==> src/rtl/ex_muldiv_unit.sv <==
// ex_muldiv_unit
// Iterative RV32M multiply/divide unit for the EX stage. It takes an M-extension
// op from the ID/EX register, holds the pipeline through stall_out while it
// iterates, and then presents a one-cycle result with a write-enable toward
// EX/MEM.
//
// Ports:
//   clk           pipeline clock, rising edge
//   reset         synchronous active-high reset
//   flush         kills an in-flight op (branch mispredict)
//   start         ID/EX holds a valid M-extension op
//   op            funct3 (MUL, MULH, MULHSU, MULHU, DIV, DIVU, REM, REMU)
//   operand_a/b   rs1/rs2 values after forwarding
//   rd_in         destination register of the incoming op
//   stall_out     freezes PC, IF/ID and ID/EX
//   done          result valid this cycle
//   result        mul/div result, holds its value between completions
//   rd_out        destination of the completed op
//   regwrite_out  same as done
//
// State table:
//   state      | meaning
//   ST_IDLE    | waiting for start; divide fast paths resolve here
//   ST_MUL_RUN | shift-add multiply, one multiplier bit per cycle
//   ST_DIV_RUN | restoring divide, one quotient bit per cycle
//   ST_DONE    | result and rd_out valid for one cycle
module ex_muldiv_unit #(
    parameter int XLEN = 32,
    parameter int ITER = 32
) (
    input  logic            clk,
    input  logic            reset,
    input  logic            flush,
    input  logic            start,
    input  logic [2:0]      op,
    input  logic [XLEN-1:0] operand_a,
    input  logic [XLEN-1:0] operand_b,
    input  logic [4:0]      rd_in,
    output logic            stall_out,
    output logic            done,
    output logic [XLEN-1:0] result,
    output logic [4:0]      rd_out,
    output logic            regwrite_out
);

    localparam int CW = $clog2(ITER);

    localparam logic [2:0] OP_MUL    = 3'b000;
    localparam logic [2:0] OP_MULH   = 3'b001;
    localparam logic [2:0] OP_MULHSU = 3'b010;
    localparam logic [2:0] OP_DIV    = 3'b100;
    localparam logic [2:0] OP_REM    = 3'b110;

    localparam logic [XLEN-1:0] INT_MIN = {1'b1, {(XLEN-1){1'b0}}};

    typedef enum logic [1:0] {
        ST_IDLE,
        ST_MUL_RUN,
        ST_DIV_RUN,
        ST_DONE
    } state_t;

    state_t state_q, state_d;

    logic [2:0]        op_q;
    logic [4:0]        rd_q;
    logic              neg_res_q;   // product / quotient needs negation
    logic              neg_rem_q;   // remainder follows dividend sign
    logic [CW-1:0]     counter_q;
    logic [2*XLEN-1:0] acc_q;
    logic [2*XLEN-1:0] mcand_q;
    logic [XLEN-1:0]   mplier_q;
    logic [XLEN-1:0]   rem_q;
    logic [XLEN-1:0]   quot_q;
    logic [XLEN-1:0]   divisor_q;
    logic [XLEN-1:0]   result_q;
    logic [4:0]        rd_out_q;

    // Incoming operand decode
    logic            a_signed, b_signed, a_neg, b_neg;
    logic [XLEN-1:0] abs_a, abs_b;
    logic            div_by_zero, div_ovf, fast_path;
    logic [XLEN-1:0] fast_result;

    // MUL is treated as unsigned: the low half of the product is sign-agnostic.
    assign a_signed = (op == OP_MULH) || (op == OP_MULHSU) || (op == OP_DIV) || (op == OP_REM);
    assign b_signed = (op == OP_MULH) || (op == OP_DIV) || (op == OP_REM);
    assign a_neg    = a_signed & operand_a[XLEN-1];
    assign b_neg    = b_signed & operand_b[XLEN-1];
    assign abs_a    = a_neg ? -operand_a : operand_a;
    assign abs_b    = b_neg ? -operand_b : operand_b;

    assign div_by_zero = (operand_b == '0);
    assign div_ovf     = ((op == OP_DIV) || (op == OP_REM)) &&
                         (operand_a == INT_MIN) && (operand_b == '1);
    assign fast_path   = op[2] && (div_by_zero || div_ovf);

    // op[1] distinguishes REM/REMU from DIV/DIVU
    assign fast_result = div_by_zero ? (op[1] ? operand_a : '1)
                                     : (op[1] ? '0 : INT_MIN);

    // Multiply step and final selection
    logic [2*XLEN-1:0] acc_step, prod_fixed;
    logic [XLEN-1:0]   mul_result;

    assign acc_step   = mplier_q[0] ? (acc_q + mcand_q) : acc_q;
    assign prod_fixed = neg_res_q ? -acc_step : acc_step;
    assign mul_result = (op_q[1:0] == 2'b00) ? prod_fixed[XLEN-1:0]
                                             : prod_fixed[2*XLEN-1:XLEN];

    // Restoring divide step: bring in the next dividend bit, try subtracting.
    logic [XLEN:0]   partial, diff;
    logic [XLEN-1:0] rem_step, quot_step, quot_fixed, rem_fixed, div_result;

    assign partial    = {rem_q, quot_q[XLEN-1]};
    assign diff       = partial - {1'b0, divisor_q};
    assign rem_step   = diff[XLEN] ? partial[XLEN-1:0] : diff[XLEN-1:0];
    assign quot_step  = {quot_q[XLEN-2:0], ~diff[XLEN]};
    assign quot_fixed = neg_res_q ? -quot_step : quot_step;
    assign rem_fixed  = neg_rem_q ? -rem_step : rem_step;
    assign div_result = op_q[1] ? rem_fixed : quot_fixed;

    logic last_iter;
    assign last_iter = (counter_q == CW'(ITER - 1));

    // FSM
    always_ff @(posedge clk) begin
        if (reset) begin
            state_q <= ST_IDLE;
        end else begin
            state_q <= state_d;
        end
    end

    always_comb begin
        state_d = state_q;
        case (state_q)
            ST_IDLE: begin
                if (start) begin
                    if (fast_path) begin
                        state_d = ST_DONE;
                    end else if (op[2]) begin
                        state_d = ST_DIV_RUN;
                    end else begin
                        state_d = ST_MUL_RUN;
                    end
                end
            end
            ST_MUL_RUN: if (last_iter) state_d = ST_DONE;
            ST_DIV_RUN: if (last_iter) state_d = ST_DONE;
            ST_DONE:    state_d = ST_IDLE;
            default:    state_d = ST_IDLE;
        endcase
        if (flush) begin
            state_d = ST_IDLE;
        end
    end

    // Datapath. A flush freezes everything so a killed op never reaches
    // result/rd_out.
    always_ff @(posedge clk) begin
        if (reset) begin
            op_q      <= '0;
            rd_q      <= '0;
            neg_res_q <= 1'b0;
            neg_rem_q <= 1'b0;
            counter_q <= '0;
            acc_q     <= '0;
            mcand_q   <= '0;
            mplier_q  <= '0;
            rem_q     <= '0;
            quot_q    <= '0;
            divisor_q <= '0;
            result_q  <= '0;
            rd_out_q  <= '0;
        end else if (!flush) begin
            case (state_q)
                ST_IDLE: begin
                    if (start) begin
                        op_q      <= op;
                        rd_q      <= rd_in;
                        neg_res_q <= a_neg ^ b_neg;
                        neg_rem_q <= a_neg;
                        counter_q <= '0;
                        acc_q     <= '0;
                        mcand_q   <= {{XLEN{1'b0}}, abs_a};
                        mplier_q  <= abs_b;
                        rem_q     <= '0;
                        quot_q    <= abs_a;
                        divisor_q <= abs_b;
                        if (fast_path) begin
                            result_q <= fast_result;
                            rd_out_q <= rd_in;
                        end
                    end
                end
                ST_MUL_RUN: begin
                    acc_q     <= acc_step;
                    mcand_q   <= {mcand_q[2*XLEN-2:0], 1'b0};
                    mplier_q  <= {1'b0, mplier_q[XLEN-1:1]};
                    counter_q <= counter_q + CW'(1);
                    if (last_iter) begin
                        result_q <= mul_result;
                        rd_out_q <= rd_q;
                    end
                end
                ST_DIV_RUN: begin
                    rem_q     <= rem_step;
                    quot_q    <= quot_step;
                    counter_q <= counter_q + CW'(1);
                    if (last_iter) begin
                        result_q <= div_result;
                        rd_out_q <= rd_q;
                    end
                end
                default: ;
            endcase
        end
    end

    assign done         = (state_q == ST_DONE);
    assign regwrite_out = done;
    assign stall_out    = !reset && (((state_q == ST_IDLE) && start) ||
                                     (state_q == ST_MUL_RUN) ||
                                     (state_q == ST_DIV_RUN));
    assign result       = result_q;
    assign rd_out       = rd_out_q;

endmodule

==> config.mk <==
export PLATFORM = sky130hd
export DESIGN_NAME = ex_muldiv_unit
export DESIGN_NICKNAME = d
export VERILOG_FILES = /design/src/rtl/ex_muldiv_unit.sv
export SDC_FILE = /design/constraint.sdc
export NUM_CORES = 1
export LEC_CHECK = 0
export ABC_CLOCK_PERIOD_IN_PS = 5300
export CAP_MARGIN = 20
export CORE_MARGIN = 2
export CORE_UTILIZATION = 50
export DETAILED_ROUTE_END_ITERATION = 10
export PLACE_DENSITY_LB_ADDON = 0.15
export SYNTH_ARGS = -nofsm -noshare
export SYNTH_HDL_FRONTEND = slang
export SYNTH_SLANG_ARGS = --single-unit
==> constraint.sdc <==
create_clock -name clk -period 5.3 [get_ports clk]
set_input_delay 0.795 -clock clk [delete_from_list [all_inputs] [get_ports clk]]
set_output_delay 0.795 -clock clk [all_outputs]
set_load 0.01 [all_outputs]
# Word level (Yosys, flattened, before mapping)
# Index checks and enable logic that the tools add are counted.
word_totals:
  ff_bits: 309
  wordCells: 111
op_classes:
  add_sub_neg: 8
  eq_ne: 15
  muxes: 38
  bitwise_logic: 5
  reduce_logical: 31
op_table:
  columns: ["op", "n"]
  rows:
  - ["32-bit 2-to-1 mux", 17]
  - ["64-bit 2-to-1 mux", 4]
  - ["64-bit case mux with 2 select lines", 2]
  - ["32-bit case mux with 2 select lines", 3]
  - ["32-bit negator", 4]
  - ["32-bit case mux with 3 select lines", 1]
  - ["64-bit adder", 1]
  - ["32-bit == test (second input constant)", 2]
  - ["64-bit negator", 1]
  - ["33-bit by 32-bit subtractor with 33-bit output", 1]
  - ["32-bit logical NOT", 1]
  - ["5-bit 2-to-1 mux", 4]
  - ["5-bit case mux with 2 select lines", 2]
  - ["3-bit AND reduction", 4]
  - ["1-bit logical OR", 9]
  - ["2-bit 2-to-1 mux", 4]
  - ["2-bit inequality test (second input constant)", 4]
  - ["3-bit == test (second input constant)", 2]
  - ["2-bit case mux with 3 select lines", 1]
  - ["6-bit AND reduction", 1]
  - ["2-bit nonzero test", 3]
  - ["5-bit by 1-bit adder with 5-bit output (second input constant)", 1]
  - ["5-bit == test (second input constant)", 1]
  - ["1-bit logical AND", 5]
  - ["14 further kinds", 19]

# Longest topological paths before layout
logic_depth:
  ltp_word: 9
  mapped_depth: 29

# Worst setup path before layout
# No wires, ideal clock.
synth_path:
  path_kind: "register to register"
  from: "reg quot_q[31]"
  to: "reg result_q[30] (netlist: result[30])"
  arrival_ps: 5804
  path_slack_ps: -632
  stages_incl_launch_ff: 29
  synth_period_minus_slack_ps: 5932
  path_cell_list: "dfxtp_1 > inv_1 > ha_1 > inv_1 > fa_1 > a211o_1 > o21ai_1 > o21a_1 > o21ai_0 > and3_1 > nor3_1 > nor2_2 > inv_2 > buf_1 > buf_1 > o21ai_0 > inv_1 > ha_1 > inv_1 > or2_2 > nor4_1 > nor3b_1 > nand3_1 > o22a_1 > or2_2 > o41ai_1 > xnor2_1 > a21oi_1 > nand4b_1"
synth_via:
  elab_chain_len: 7
  elab_cells_between_ends: 10
  classes_between: "add/sub: 3; mux: 6; bitwise: 1"
synth_rtl:
  columns: ["item", "line_no", "rtl"]
  rows:
  - ["start, declared", "74", "logic [XLEN-1:0] quot_q;"]
  - ["start signal, assigned", "189", "quot_q <= abs_a;"]
  - ["start signal, assigned", "209", "quot_q <= quot_step;"]
  - ["33-bit by 32-bit subtractor with 33-bit output", "116", "assign diff = partial - {1'b0, divisor_q};"]
  - ["32-bit 2-to-1 mux or 1-bit inverter (tied branches)", "117, 118", null]
  - ["32-bit negator (on tied branches)", "120, 119", null]
  - ["32-bit 2-to-1 mux (on tied branches)", "120, 119", null]
  - ["32-bit 2-to-1 mux (*)", "121", "assign div_result = op_q[1] ? rem_fixed : quot_fixed;"]
  - ["32-bit 2-to-1 mux (*)", "211", "if (last_iter) begin"]
  - ["32-bit case mux with 3 select lines (*)", "177", "case (state_q)"]
  - ["end signal, assigned", "192", "result_q <= fast_result;"]
  - ["end signal, assigned", "203", "result_q <= mul_result;"]
  - ["end signal, assigned", "212", "result_q <= div_result;"]
  - ["end, declared", "76", "logic [XLEN-1:0] result_q;"]
# Every way passes the cells marked *; elsewhere a longest branch is shown, timed or not. The select of a mux whose other input is x is not followed.
# A chain may end at the register's enable or synchronous reset.

# Worst setup path after layout
# Same ends and word-level chain as after synthesis.

==> impl_metrics.tcl <==
set metrics [dict create \
    yosys.area.top_type "dfxtp_1" \
    start_util 0.505 \
    die_boundary_width_microns 231 \
    drtAntennaViolNets 0 \
    fmaxAchievable_mhz 193 \
    top_signal_layer_used "met5" \
    number_of_i_o_pins 116 \
    dp_cells 4362 \
    clk-insertion-delay-late_ns 0.59 \
    drc 0 \
    globalRoute.totalOverflow 0 \
    holdBufCountCts 0 \
    yosys.cell_count.top_type "nor2_1" \
    grt_pass1_wl_microns 159000 \
    crit_end "result[30]" \
    cellPowerDensity_mw_per_mm2 240 \
    clock_sinks 309 \
    postSynthCellCount 3680 \
    dieArea_sq_mm 0.0535 \
    holdCritPathClass "reg -> reg" \
    grt_use_total 0.378 \
    cpMostUsedCell "inv_1" \
    synth_area_sq_mm 0.0258 \
    fin_util 0.574 \
    synthTopCellsByCount "nor2_1, nand2_1, a21oi_1, dfxtp_1, o21ai_0" \
    critPathCaptureType "register" \
    via_count_of_the_first_global_routing_pass 27028 \
    floorplan_row_count 83 \
    critical_path.top_delay_family "simple AND/OR/NAND/NOR gates" \
    viasPerCell 6.51 \
    critical_setup_path_class "reg -> reg" \
    finalSetupViolations 0 \
    htree_num_levels 2 \
    postSynthRegisterBits 309 \
    unrepaired_setup_endpoints_after_global_routing "true" \
    drive_gt1_frac 0.0830 \
    finalPower_mw 7.06 \
    post-route-period-util 0.980 \
    yosysSeqAreaShare 0.239 \
    antenna-diode-count 0 \
    finalNetCount 3918 \
    num_vias 28896 \
    regToRegSetupSlack_ns 0.11 \
    worst_setup_path_start "quot_q[31]" \
    crit_required_ns 5.76 \
    first_pass_iters 6 \
    crit_path_max_incr_delay_ns 0.33 \
    max-slew-margin-rel 0.325 \
    leakagePower_nw 10.8 \
    cp.arrival_ns 5.65 \
    timing_hold_violations_final 0 \
    crit_path_top_delay_cell "fa_2" \
    tritoncts_clock_tree "built" \
    root_buffer "clkbuf_16" \
    cts-buffers-inserted 40 \
    syn_area_per_cell_sq_um 7.02 \
    grt_max_degree 191 \
    max_ir_drop_vdd_mv 0.303 \
    die-height_microns 231 \
    reg2regPathDepth 24 \
    clk_pin_slew_ns 0.06 \
    route.layer.met1.wl_microns 42300 \
    timing.critical_path.from_type "register" \
    r2r-start "quot_q[31]" \
    synth_edf_count 0 \
    detail_route.iter0.violations 3283 \
    synth_top_area_share 0.239 \
    final_cells 4441 \
    fillers 4877 \
    antenna_found_initial 1 \
    met3_wirelength_from_detailed_routing_microns 8090 \
    floorplan_core_area_sq_mm 0.0512 \
    path_cells "inv_1 > ha_2 > inv_1 > fa_2 > a211o_1 > o21ai_2 > o21a_1 > o21ai_2 > and3_4 > o21a_4 > nor2_4 > mux2i_4 > ha_4 > inv_1 > or2_4 > nor4_4 > nor3b_2 > nand3_1 > o22a_1 > or2_4 > o41ai_4 > xnor2_1 > a21oi_1 > nand4b_1" \
    max_cap_viols 0 \
    dpl.hpwl_microns 79300 \
    wl_met2_microns 46500 \
    synth.net_count 3866 \
    commonest_register_cell_after_synthesis "dfxtp_1" \
    synth-async-reset-ratio 0 \
    detail_route.wirelength_microns 104000 \
    timing_worst_slew_pin_value_ns 1.01 \
    globalplace.congestion 1.06 \
    crit_path_max_fanout 5 \
    final.setup_skew_ns 0.0212 \
    period_needed_ns 5.19 \
    outcome "completed" \
    placement.io_buffers 115 \
    critical_path_cell_count 24 \
    synth.lib_cells_used.distinct 113 \
    r2r-end "result[30]" \
    area_delta_synth_final_pct 13.6 \
    cell_types_with_the_largest_area_share_after_synthesis "dfxtp_1, a21oi_1, nor2_1" \
    crit_buf_inv 3 \
    avgRoutedWirePerCell_microns 23.4 \
    report.final.slew_viol_count 0 \
    ys_warn_count 0 \
    cts.path.max_buffers 3 \
]
[metrics by stage]
| stage | hold slack (ns) | setup slack [ns] | cell area (sq um) | TNS [ns] |
|---|---|---|---|---|
| CTS | 0.454 | 0.0218 | 29200 | 0 |
| detailed placement | 0.445 | 0.00909 | 27900 | 0 |
| floorplan | 0.431 | 0.0547 | 25900 | 0 |
| global placement | 0.439 | 0.0511 | 27900 | 0 |
| global route | 0.479 | -0.114 | 29400 | -0.296 |
| finish | 0.455 | 0.108 | 29400 | 0 |
[worst register-to-register path: stages (launching register included)]
cell and delay [ns]:
dfxtp_2 0.32, inv_1 0.07, ha_2 0.18, inv_1 0.05
fa_2 0.33, a211o_1 0.33, o21ai_2 0.11, o21a_1 0.22
o21ai_2 0.09, and3_4 0.22, o21a_4 0.21, nor2_4 0.18
mux2i_4 0.31, ha_4 0.18, inv_1 0.06, or2_4 0.26
nor4_4 0.28, nor3b_2 0.20, nand3_1 0.11, o22a_1 0.27
or2_4 0.29, o41ai_4 0.33, xnor2_1 0.18, a21oi_1 0.09
nand4b_1 0.18
[layer usage]
layer  track usage  vias to the layer above
li1              -                    13500
met1         0.485                    13609
met2         0.606                     1453
met3        0.0488                      332
met4         0.229                        2
met5             0                        -
[how the worst min path moves through the flow]
stage                  from            to  slack [ns]  cells past startpoint
2_1_floorplan  mplier_q[22]  mplier_q[22]        0.43                      2
6_report       mplier_q[26]  mplier_q[26]        0.45                      2
3_3_place_gp   mplier_q[22]  mplier_q[22]        0.44                      2
3_5_place_dp   mplier_q[26]  mplier_q[26]        0.45                      2
5_1_grt        mplier_q[26]  mplier_q[26]        0.48                      2
4_1_cts        mplier_q[26]  mplier_q[26]        0.45                      2
[cells by family after synthesis]
kind of cell	Yosys count	synth area share
adders and majority gates	110	0.0538
and+or+nand+nor	1489	0.265
muxes	100	0.0398
AOI/OAI and AO/OA	1146	0.282
buffers and inverters	326	0.0525
DFF	309	0.239
xor gates and xnor gates	200	0.0678
[sequential cells by signal, indices dropped and copies added, names as in the netlist]
register / flops
acc_q: 64
counter_q: 5
divisor_q: 32
mcand_q: 64
mplier_q: 32
neg_rem_q: 1
neg_res_q: 1
op_q: 2
quot_q: 32
rd_out: 5
rd_q: 5
rem_q: 32
result: 32
state_q: 2
[cell type report]
type	count	area, sq um	area share
clock inverters	17	220	0.00750
well taps	680	851	0.0290
repair buffers	247	2170	0.0740
multi-input cells	3045	18500	0.629
inverters	89	334	0.0114
flip-flops and latches	309	6190	0.211
clock buffers	54	1110	0.0379
[placed cells by master, fill, tap and decap left out, drive strengths merged, types with 14 or more instances in the layout]
cell type | netlist | final
or3 | 30 | 30
and2 | 19 | 19
mux2 | 19 | 19
ha | 108 | 108
or2 | 14 | 14
xor2 | 83 | 83
xnor2 | 117 | 117
nor2 | 486 | 486
o211ai | 41 | 41
nand4 | 53 | 53
a21o | 32 | 32
nand2b | 39 | 39
o21a | 28 | 28
clkdlybuf4s50 | 0 | 114
a211oi | 69 | 69
o221ai | 17 | 17
a31oi | 112 | 112
nand3 | 141 | 141
nor4 | 33 | 33
nor2b | 14 | 14
and4 | 16 | 16
buf | 58 | 133
a221oi | 14 | 14
clkbuf | 178 | 54
or4 | 18 | 18
and3 | 30 | 30
o31ai | 28 | 28
mux2i | 81 | 81
o41ai | 17 | 17
o21ai | 247 | 247
dfxtp | 309 | 309
inv | 89 | 91
nor3 | 83 | 83
a21oi | 381 | 381
nand2 | 482 | 482
[report_power, final]
part | switching, mW | internal [mW] | total, mW
Clock | 1.15 | 1.68 | 2.82
Combinational | 1.13 | 0.614 | 1.74
Sequential | 0.0815 | 2.41 | 2.49
Total | 2.36 | 4.70 | 7.06
[repair_timing]
action | CTS | global route
pin swaps | 1 | 12
cloned | 0 | 0
buffers inserted | 2 | 6
setup endpoints to repair | 3 | 13
resized for setup | 4 | 18
(Power assumes the default switching activity.)
